$ cat src/rtl/multdiv_issue_pkg.sv
// Shared encodings for the mul/div issue controller: FSM state codes,
// writeback exception codes and the status register index.
package multdiv_issue_pkg;

   typedef logic [1:0] state_t;

   localparam state_t ST_IDLE  = 2'd0;
   localparam state_t ST_START = 2'd1;
   localparam state_t ST_BUSY  = 2'd2;
   localparam state_t ST_DONE  = 2'd3;

   localparam logic [4:0]  RSTATUS_REG = 5'd30;
   localparam logic [31:0] EXC_MUL     = 32'd4;
   localparam logic [31:0] EXC_DIV     = 32'd5;
   localparam logic [31:0] EXC_TIMEOUT = 32'd6;

   localparam int MAX_CYCLES_DEFAULT = 40;

   // Exception code written to rstatus when the unit flags an error.
   function automatic logic [31:0] excCode(input logic isDiv);
      return isDiv ? EXC_DIV : EXC_MUL;
   endfunction

endpackage

$ cat src/rtl/multdiv_issue_timeout_counter.sv
// Counts BUSY cycles for the issue controller; o_lastCycle marks the final
// cycle the controller may still wait for a result before timing out.
module issue_timeout_counter
   import multdiv_issue_pkg::*;
#(
   parameter int MAX_CYCLES = MAX_CYCLES_DEFAULT
) (
   input  logic clock,
   input  logic reset_n,
   input  logic i_clear,
   input  logic i_enable,
   output logic o_lastCycle
);

   localparam int W = $clog2(MAX_CYCLES + 1);

   logic [W-1:0] r_count;

   always_ff @(posedge clock or negedge reset_n) begin
      if (!reset_n) begin
         r_count <= '0;
      end else if (i_clear) begin
         r_count <= '0;
      end else if (i_enable && (r_count != W'(MAX_CYCLES))) begin
         r_count <= r_count + W'(1);
      end
   end

   // Flag is high during the MAX_CYCLES-th enabled cycle.
   assign o_lastCycle = (r_count == W'(MAX_CYCLES - 1));

endmodule

$ cat src/rtl/multdiv_issue.sv
// Issue/writeback controller in front of the multiply/divide unit: captures
// one op, pulses its start, stalls until a result or timeout, writes back once.
module multdiv_issue
   import multdiv_issue_pkg::*;
#(
   parameter int MAX_CYCLES = MAX_CYCLES_DEFAULT
) (
   input  logic        clock,
   input  logic        reset_n,
   input  logic        req_mul,
   input  logic        req_div,
   input  logic [31:0] req_a,
   input  logic [31:0] req_b,
   input  logic [4:0]  req_rd,
   input  logic        flush,
   output logic        ctrl_MULT,
   output logic        ctrl_DIV,
   output logic [31:0] data_operandA,
   output logic [31:0] data_operandB,
   input  logic [31:0] data_result,
   input  logic        data_exception,
   input  logic        data_resultRDY,
   output logic        stall,
   output logic        wb_valid,
   output logic [4:0]  wb_rd,
   output logic [31:0] wb_data
);

   state_t      r_state;
   state_t      w_nextState;
   logic        r_ctrlMult;
   logic        r_ctrlDiv;
   logic [31:0] r_operandA;
   logic [31:0] r_operandB;
   logic [4:0]  r_rd;
   logic        r_opIsDiv;
   logic        r_wbValid;
   logic [4:0]  r_wbRd;
   logic [31:0] r_wbData;
   logic        w_accept;
   logic        w_lastCycle;
   logic        w_busyEnd;

   assign w_accept  = (r_state == ST_IDLE) && (req_mul || req_div) && !flush;
   assign w_busyEnd = (r_state == ST_BUSY) && !flush && (data_resultRDY || w_lastCycle);

   issue_timeout_counter #(
      .MAX_CYCLES (MAX_CYCLES)
   ) u_timeout (
      .clock       (clock),
      .reset_n     (reset_n),
      .i_clear     (r_state == ST_START),
      .i_enable    (r_state == ST_BUSY),
      .o_lastCycle (w_lastCycle)
   );

   // Flush aborts from any non-idle state and beats a same-cycle RDY.
   always_comb begin
      w_nextState = r_state;
      case (r_state)
         ST_IDLE:  if (w_accept) w_nextState = ST_START;
         ST_START: w_nextState = flush ? ST_IDLE : ST_BUSY;
         ST_BUSY: begin
            if (flush)          w_nextState = ST_IDLE;
            else if (w_busyEnd) w_nextState = ST_DONE;
         end
         ST_DONE:  w_nextState = ST_IDLE;
         default:  w_nextState = ST_IDLE;
      endcase
   end

   always_ff @(posedge clock or negedge reset_n) begin
      if (!reset_n) begin
         r_state    <= ST_IDLE;
         r_ctrlMult <= 1'b0;
         r_ctrlDiv  <= 1'b0;
         r_operandA <= '0;
         r_operandB <= '0;
         r_rd       <= '0;
         r_opIsDiv  <= 1'b0;
         r_wbValid  <= 1'b0;
         r_wbRd     <= '0;
         r_wbData   <= '0;
      end else begin
         r_state    <= w_nextState;
         r_ctrlMult <= w_accept && req_mul;
         r_ctrlDiv  <= w_accept && !req_mul;
         r_wbValid  <= 1'b0;
         if (w_accept) begin
            r_operandA <= req_a;
            r_operandB <= req_b;
            r_rd       <= req_rd;
            r_opIsDiv  <= !req_mul;
         end
         // A clean result to r0 still latches but never raises the strobe.
         if (w_busyEnd) begin
            if (!data_resultRDY) begin
               r_wbData  <= EXC_TIMEOUT;
               r_wbRd    <= RSTATUS_REG;
               r_wbValid <= 1'b1;
            end else if (data_exception) begin
               r_wbData  <= excCode(r_opIsDiv);
               r_wbRd    <= RSTATUS_REG;
               r_wbValid <= 1'b1;
            end else begin
               r_wbData  <= data_result;
               r_wbRd    <= r_rd;
               r_wbValid <= (r_rd != 5'd0);
            end
         end
      end
   end

   assign stall = w_accept || (r_state == ST_START) || (r_state == ST_BUSY);

   assign ctrl_MULT     = r_ctrlMult;
   assign ctrl_DIV      = r_ctrlDiv;
   assign data_operandA = r_operandA;
   assign data_operandB = r_operandB;
   assign wb_valid      = r_wbValid;
   assign wb_rd         = r_wbRd;
   assign wb_data       = r_wbData;

endmodule

$ cat config.mk
export PLATFORM = sky130hd
export DESIGN_NAME = multdiv_issue
export DESIGN_NICKNAME = d
export VERILOG_FILES = /design/src/rtl/multdiv_issue_pkg.sv /design/src/rtl/multdiv_issue_timeout_counter.sv /design/src/rtl/multdiv_issue.sv
export SDC_FILE = /design/constraint.sdc
export NUM_CORES = 1
export LEC_CHECK = 0
export BUFFER_PORTS_ARGS = -buffer_cell sky130_fd_sc_hd__buf_4
export CAP_MARGIN = 20
export CORE_ASPECT_RATIO = 0.9
export CORE_MARGIN = 2
export CORE_UTILIZATION = 43
export CTS_CLUSTER_SIZE = 20
export DETAILED_ROUTE_END_ITERATION = 7
export PLACE_DENSITY = 0.76
export SLEW_MARGIN = 20
export SYNTH_ARGS = -nofsm -noshare
export SYNTH_HDL_FRONTEND = slang
export SYNTH_SLANG_ARGS = --single-unit
export TNS_END_PERCENT = 50
$ cat constraint.sdc
create_clock -name clock -period 1.6 [get_ports clock]
set_input_delay 0.16 -clock clock [delete_from_list [all_inputs] [get_ports clock]]
set_output_delay 0.16 -clock clock [all_outputs]
set_load 0.005 [all_outputs]
# Yosys cells after proc, flatten, opt, wreduce, memory -nomap -nowiden
# Cells that the tools add are included.
[totals]
input_bits = 108
register_bits = 118
out_inout_bits = 105
wordCells = 51
[classes]
n_eq_ne = 7
mux = 15
n_addsub = 1
reduce_logical = 17
[op_table]
columns = ["cell", "n"]
rows = [
  ["$mux 32", 2],
  ["$mux 6", 2],
  ["$mux 5", 2],
  ["$mux 2", 4],
  ["$pmux 2 s4", 1],
  ["$logic_and 1x1->1", 7],
  ["$add 6x1->6 const B", 1],
  ["$eq 6x6->1 const B", 1],
  ["$ne 6x6->1 const B", 1],
  ["$reduce_bool 5->1", 1],
  ["$eq 2x2->1 const B", 2],
  ["$logic_or 1x1->1", 4],
  ["$mux 1", 4],
  ["$ne 3x3->1 const B", 1],
  ["$eq 2x1->1 const B", 1],
  ["$logic_not 1->1", 2],
  ["$logic_not 2->1", 1],
  ["$ne 2x2->1 const B", 1],
  ["$reduce_and 2->1", 1],
  ["$reduce_bool 2->1", 1],
]

# Depth between registers and ports, before layout
# Gate-level depths: netlist of run 1.
[depth]
ltp_word = 6
mapped_depth = 6

# Hierarchy
# Synthesis of run 1 repeated with hierarchy kept, for this count alone.
[hier_totals]
hier_cells = 364
area_unflattened_um2 = 5228.8
[modules_own_cells]
columns = ["module", "instances", "seq_area_each_um2", "area_each_um2", "cells_per_inst"]
rows = [
  ["multdiv_issue", 1, 2802.7, 4828.4, 322],
  ["issue_timeout_counter", 1, 150.1, 400.4, 42],
]

# Least setup slack after synthesis of run 1
# OpenSTA, ideal clock, no wires.
[synth_path]
path_kind = "reg-to-reg"
from = "reg r_state[1]"
to = "reg r_operandA[10], in the netlist data_operandA[10]"
t_required_ns = 1.475
stages_incl_launch_ff = 5
t_arrival_ns = 1.434
period_less_slack_ns = 1.559
slack_ns = 0.041
path_cell_list = "dfrtp_1 nor4_1 buf_2 buf_4 mux2_2"
[synth_between]
elab_chain_cells = 3
[synth_lines]
columns = ["element", "line_no", "source"]
rows = [
  ["start: declaration", "multdiv_issue.sv:29", "state_t r_state;"],
  ["start signal: assignment", "multdiv_issue.sv:85", "r_state <= w_nextState;"],
  ["$logic_not 2->1", "multdiv_issue.sv:44", "assign w_accept = (r_state == ST_IDLE) && (req_mul || req_div) && !flush;"],
  ["$logic_and 1x1->1 (2 in series)", "multdiv_issue.sv:44", ""],
  ["end signal: assignment", "multdiv_issue.sv:90", "r_operandA <= req_a;"],
  ["end: declaration", "multdiv_issue.sv:33", "logic [31:0] r_operandA;"],
]
# No other way between the ends.
# A chain may end at the register's enable or synchronous reset.

# Worst setup path in the final report of run 1
[layout_path]
from = "reg r_state[0]"
to = "out stall"
[layout_between]
elab_chain_cells = 5
elab_cells_between_ends = 7
[layout_lines]
columns = ["element", "line_no", "source"]
rows = [
  ["$logic_not 2->1", "multdiv_issue.sv:44", ""],
  ["$logic_and 1x1->1 (2 in series)", "multdiv_issue.sv:44", ""],
  ["$logic_or 1x1->1", "multdiv_issue.sv:114", "assign stall = w_accept || (r_state == ST_START) || (r_state == ST_BUSY);"],
  ["$logic_or 1x1->1 (*)", "multdiv_issue.sv:114", ""],
  ["end: declaration", "multdiv_issue.sv:23", "output logic stall,"],
]
# Mark *: on every way between the ends. The rest lies on a longest branch, timed or not.

==> metrics, run 1 <==
Die W around 120 µm; mapped cell area 4887 µm²; # DRC 0; dpl hpwl approximately 9000 µm; Yosys cell types 32; EDFF count, synth 0; wire per inst 17.65 µm; n_diodes 0; H-tree level count 4; most frequent cells after synthesis dfrtp_1, mux2_2, nand2_1, inv_1, mux2i_1; slowest CP cell dfrtp_1; endpoints failing setup 76; Worst path max stage delay around 0.4 ns; Pwr Density 1579 nW/µm²; Post-synth ARST share between 90% and 100%; worst-case clock buffer depth 2; fin crit period 1.697 ns; maximum clock rate just under 0.6 GHz; Cell Rows 36; vias per std cell 4.800; final wirelength 15,230 µm; crit-path max FO 2; # IOs 213; Final WS setup -0.09709 ns; Yosys top cell area share between 60% and 70%; Peak supply drop approximately 1100 µV; syn_area_per_cell 13.24 µm²; first-pass GRT wire length 24,160 µm; Clock transition at path regs 0.06 ns; CP startpoint kind flip-flop; Overall Global Routing Usage 26.32%; Die Ht 105.1 µm; GP Congestion 0.8328; Synth Register Bits 118; Setup Skew 0.007148 ns; unrepaired setup endpoints after global routing true; routed vias 4,142; Final Core Density 76.74%; Layout Nets 808; placed inst area 6893 µm²; core area 10,950 µm²; Seq/Total Area, Yosys 60.42%; initial antenna violation count 0; most frequent cell after synthesis dfrtp_1; Die ar. between 10,000 and 15,000 µm²; Top FF cell, synth dfrtp_1; CP top delay family flip-flops; Slew Viols, Final 0; share of cells above drive strength 1 about half; Crit Path Class reg2out; outcome finished, violations left; Worst EP required roughly 1.4 ns; antenna-violating nets left 0; cell taking the most area after synthesis dfrtp_1; failing checks setup timing; CTS buffer count 17; Slew @ Worst Pin between 0.3 and 0.4 ns; Hold Path Class in2reg; CTS tree done; clock sink count 118; final instance area 8399 µm²; Post-Route Setup TNS -3.957 ns; area grow syn2layout 71.86%; Period Utilization, post-route 106.1%; Root Buffer clkbuf_16; max_cap viols 0; # fillers roughly 670; worst path arrival time around 1.5 ns; vias in the first global route 4,715; Min Hold Slack 0.01223 ns; Post-Syn Nets about 480; cell count after synthesis 369; Crit. End Element primary output; Slew HR 74.16%; initial core utilization 44.65%; 1st-pass router iterations 4; largest net degree at the start of global routing 70; gr ovfl total 0; Ys Warns 0; crit-path cells nor4_2, buf_4, buf_12, nand2b_4, buf_6; Buf/Inv on CP 3; DRT iter0 DRCs 181; top cells by area, synth dfrtp_1, mux2_2, mux2i_1; leakage 3.948 nW; later-pin clock latency in the skew report 0.42 ns; Buffers on Ports 212; Hold Violations, Final 0
[registers in the layout, indices dropped and copies added (netlist names)]
| register | count |
|---|---|
| wb_rd | 5 |
| ctrl_MULT | 1 |
| wb_data | 32 |
| data_operandA | 32 |
| r_opIsDiv | 1 |
| u_timeout.r_count | 6 |
| r_rd | 5 |
| wb_valid | 1 |
| r_state | 2 |
| ctrl_DIV | 1 |
| data_operandB | 32 |
[worst reg2reg max path, cell delays in order (launching register included)]
cell and delay (ns):
dfrtp_1 0.40, nor4_2 0.26, buf_4 0.17, buf_12 0.10
buf_4 0.24, mux2_2 0.39
[layout by cell type (no fill, tap or decap), types with 2 or more instances in the layout]
cell and instances:
mux2_2 74, o211ai_1 6, buf_12 10, inv_1 35, clkbuf_16 17, clkinvlp_4 2, mux2i_1 35, buf_4 230
bufinv_16 2, dlygate4sd3_1 85, o21ai_0 4, buf_6 4, nand4b_1 2, nand2_1 37, clkbuf_8 3, dfrtp_1 118
and4b_1 2, clkinv_2 5, nor2b_1 6, nand2b_1 5, nor2_1 4, nand3_1 4, clkinv_4 2
[power by group]
| part | internal, mW | leakage, nW | switching (mW) | total (mW) |
|---|---|---|---|---|
| sequential | 4.21 | 1.42 | 0.771 | 4.98 |
| clock | 2.41 | 0.292 | 1.38 | 3.78 |
| combinational | 2.81 | 2.23 | 1.69 | 4.50 |
[metrics by stage]
step	setup WS, ns	power (mW)	instances
floorplan	0.04095	6.428	369
global placement	0.02327	8.914	742
detailed placement	-0.02152	9.133	742
CTS	-0.1168	13.20	863
global route	-0.1498	13.99	863
finish	-0.09709	13.26	863
[what timing repair did]
item	in CTS	in global routing
setup endpoints to repair	62	102
pin swaps	1	0
buffers inserted	4	0
endpoints found under the hold margin	204	0
hold buffers	85	0
resized for setup	4	3
[path summary, 6_finish.rpt]
path	slack, ns	cells after the start	start	end
worst min-delay path	0.01	3	data_result[7]	wb_data[7]
max in group asynchronous	0.97	3	reset_n	data_operandA[28]
min in group asynchronous	0.27	3	reset_n	data_operandA[18]
worst max register to register	-0.08	5	r_state[0]	data_operandB[28]
worst max-delay path	-0.1	5	r_state[0]	stall
worst min register to register	0.51	1	wb_rd[1]	wb_rd[1]
[metal layers]
metal  up-vias  global-route usage, %  wire (µm)
met4         0                  10.54        312
met1      2034                  28.14       5608
met3        27                  9.397       1194
met2       181                  46.64       8114
met5         -                      0          0
li1       1900                      -          -
[cell families (layout without fill, tap and decap cells)]
family	count (synthesis)	count (layout)	share of synthesized area, %
fa+ha+maj	2	2	0.5120
mux	109	109	24.22
compound gates	15	15	2.253
buf+inv	54	396	5.171
flops	118	118	60.42
xor+xnor	1	1	0.1792
simple gates	70	70	7.245
[area by class of cell]
cell class | count | area, µm² | area share, %
Tap cell | 152 | 190.2 | 2.264
Multi-Input combinational cell | 197 | 1709 | 20.35
Sequential cell | 118 | 2953 | 35.16
Inverter | 35 | 131.4 | 1.564
Clock buffer | 20 | 466.7 | 5.556
Timing Repair Buffer | 329 | 2823 | 33.61
Clock inverter | 12 | 126.4 | 1.505
Note: power is estimated with default switching activity, not from simulation.
==> run 2: changes to the inputs <==
==> constraint.sdc (replaced) <==
create_clock -name clock -period 1.6 [get_ports clock]
set_input_delay 0.24 -clock clock [delete_from_list [all_inputs] [get_ports clock]]
set_output_delay 0.24 -clock clock [all_outputs]
set_load 0.005 [all_outputs]
==> run 2 against run 1 <==
  * The flow still finishes with violations (setup timing)
  * Highest routed layer unchanged
  * Power is 0.10% lower
  * Worst setup slack worse by 0.092 ns
  * Critical path depth unchanged
  * Non-clock buffer count down 74
==> metrics, run 2 (synthesized netlist as in run 1, its figures left out) <==
DRT iter0 DRCs 185 (+2.2%); most common cell after layout, fill and taps aside buf_4; core area 10,950 µm² (unchanged); hold worst-path end ctrl_DIV; outcome finished, violations left; Crit Path Class reg2out; later-pin clock latency in the skew report 0.41 ns (about the same); gr ovfl total 0 (unchanged); unrepaired setup endpoints after global routing true; clock sink count 118 (unchanged); reg2reg path depth 6 (+1); Pwr Density 1688 nW/µm² (+6.9%); most frequent cells in the layout buf_4, dfrtp_1, mux2_2, nand2_1, mux2i_1; worst-case clock buffer depth 2 (unchanged); leakage 3.738 nW (-5.3%); worst hold stages 2 (-1); initial antenna violation count 0 (unchanged); Overall Global Routing Usage 22.53% (-3.8 points); HP Start req_mul; Worst EP required 1.36 ns (-0.08 ns); Slew Viols, Final 0 (unchanged); Post-Route Setup TNS -7.182 ns (-3.225 ns); Placed Cells incl. Taps 740 (-0.27%); vias per std cell 4.787 (-0.27%); Setup Skew 0.006085 ns (-0.001063 ns); worst path arrival time 1.55 ns (about the same); initial core utilization 44.65% (unchanged); CP startpoint kind flip-flop; CTS buffer count 17 (unchanged); max_cap viols 0 (unchanged); Hold Path Class in2reg; Root Buffer clkbuf_16; # DRC 0 (unchanged); maximum clock rate 0.5591 GHz (-5.1%); Peak supply drop 1169 µV (+1.9%); Crit. End Element primary output; area grow syn2layout 60.62%; Layout Nets 734 (-9.2%); final wirelength 13,340 µm (-12%); R2R Path Start r_state[0]; Hold Violations, Final 0 (unchanged); Worst R2R End data_operandA[31]; H-tree level count 4 (unchanged); Cell Rows 36 (unchanged); Finished Layout Cells 787 (-8.8%); share of cells above drive strength 1 57.48% (+7.0 points); largest net degree at the start of global routing 36 (-49%); fin crit period 1.789 ns (+0.09166 ns); wire per inst 16.96 µm (-3.9%); Die Ht 105.1 µm (unchanged); R2R Setup Slk -0.14 ns (-0.06 ns); crit-path max FO 11 (+9); routed vias 3,767 (-9.1%); Period Utilization, post-route 111.8% (+5.7 points); n_diodes 0 (unchanged); first-pass GRT wire length 20,810 µm (-14%); Die ar. 12,240 µm² (unchanged); Clock transition at path regs 0.05 ns (about the same); dpl hpwl 9182 µm (+0.96%); Min Hold Slack 0.01647 ns (+0.004232 ns); failing checks setup timing; Final WS setup -0.1887 ns (-0.09166 ns); CTS tree done; GP Congestion 0.8189 (-1.7%); Final Core Density 71.72% (-5.0 points); endpoints failing setup 75 (-1.3%); Die W 116.4 µm (unchanged); vias in the first global route 4,215 (-11%); Buffers on Ports 212 (unchanged); 1st-pass router iterations 4 (unchanged); # IOs 213 (unchanged); antenna-violating nets left 0 (unchanged); Slew HR 68.72% (-5.4 points); Slew @ Worst Pin 0.4691 ns (+0.08159 ns)
run 2: cell count changes in the layout (fill, tap and decap cells not counted), sizes merged:
| cell | before | now |
|---|---|---|
| buf | 244 | 247 |
| bufbuf | 0 | 1 |
| bufinv | 2 | 3 |
| clkbuf | 20 | 26 |
| clkinv | 7 | 3 |
| clkinvlp | 2 | 3 |
| dlygate4sd3 | 85 | 2 |
| inv | 36 | 35 |
run 2: cell type report:
type | instances | area (µm²)
fill | 758 | 3095
multi-input combinational | 197 | 1759
sequential | 118 | 2953
inverter | 35 | 131.4
tap | 152 | 190.2
clock inverter | 9 | 127.6
clock buffer | 21 | 460.4
timing repair buffer | 255 | 2228
run 2: critical path: stages, from the launching register on:
cell and delay [ns]:
dfrtp_1 0.41, buf_4 0.16, buf_4 0.17, xnor2_2 0.22
nand2b_4 0.07, buf_6 0.11
run 2: routing by layer:
metal	vias to the layer above	routed length, µm	GRT usage (%)
met5	-	0	0
met4	0	220	9.184
met3	20	1154	9.803
met2	151	6771	36.59
li1	1754	-	-
met1	1842	5198	25.91
run 2: report_power, final:
part | leakage [nW] | internal (mW) | switching, mW
combinational | 2.03 | 2.91 | 1.62
sequential | 1.42 | 4.21 | 0.728
clock | 0.281 | 2.50 | 1.28
total | 3.74 | 9.62 | 3.63
run 2: stage by stage:
step / instance area (µm²) / setup WS (ns) / power [mW]
2_1_floorplan: 4887 / 0.04095 / 6.428
3_3_place_gp: 6878 / -0.02415 / 8.894
3_5_place_dp: 6878 / -0.005181 / 9.105
4_1_cts: 7696 / -0.2016 / 13.22
5_1_grt: 7850 / -0.2667 / 14.01
6_report: 7850 / -0.1887 / 13.25
run 2: timing repair:
action                                  in CTS  in global routing
pin swaps                                    2                  1
gates resized for setup                     21                  4
endpoints found under the setup margin      42                101
hold buffers                                 2                  0
buffers inserted                             6                  0
cloned                                       3                  6
hold endpoints to repair                    28                  0
run 2: worst max path at each step:
stage	start	end	slack [ns]	cells after the start
global route	r_state[0]	stall	-0.27	5
CTS	r_state[0]	stall	-0.20	5
detailed placement	u_timeout.r_count[0]	wb_data[27]	-0.005	6
floorplan	r_state[1]	data_operandA[10]	0.04	4
finish	r_state[0]	stall	-0.19	5
global placement	r_state[1]	data_operandB[12]	-0.02	4
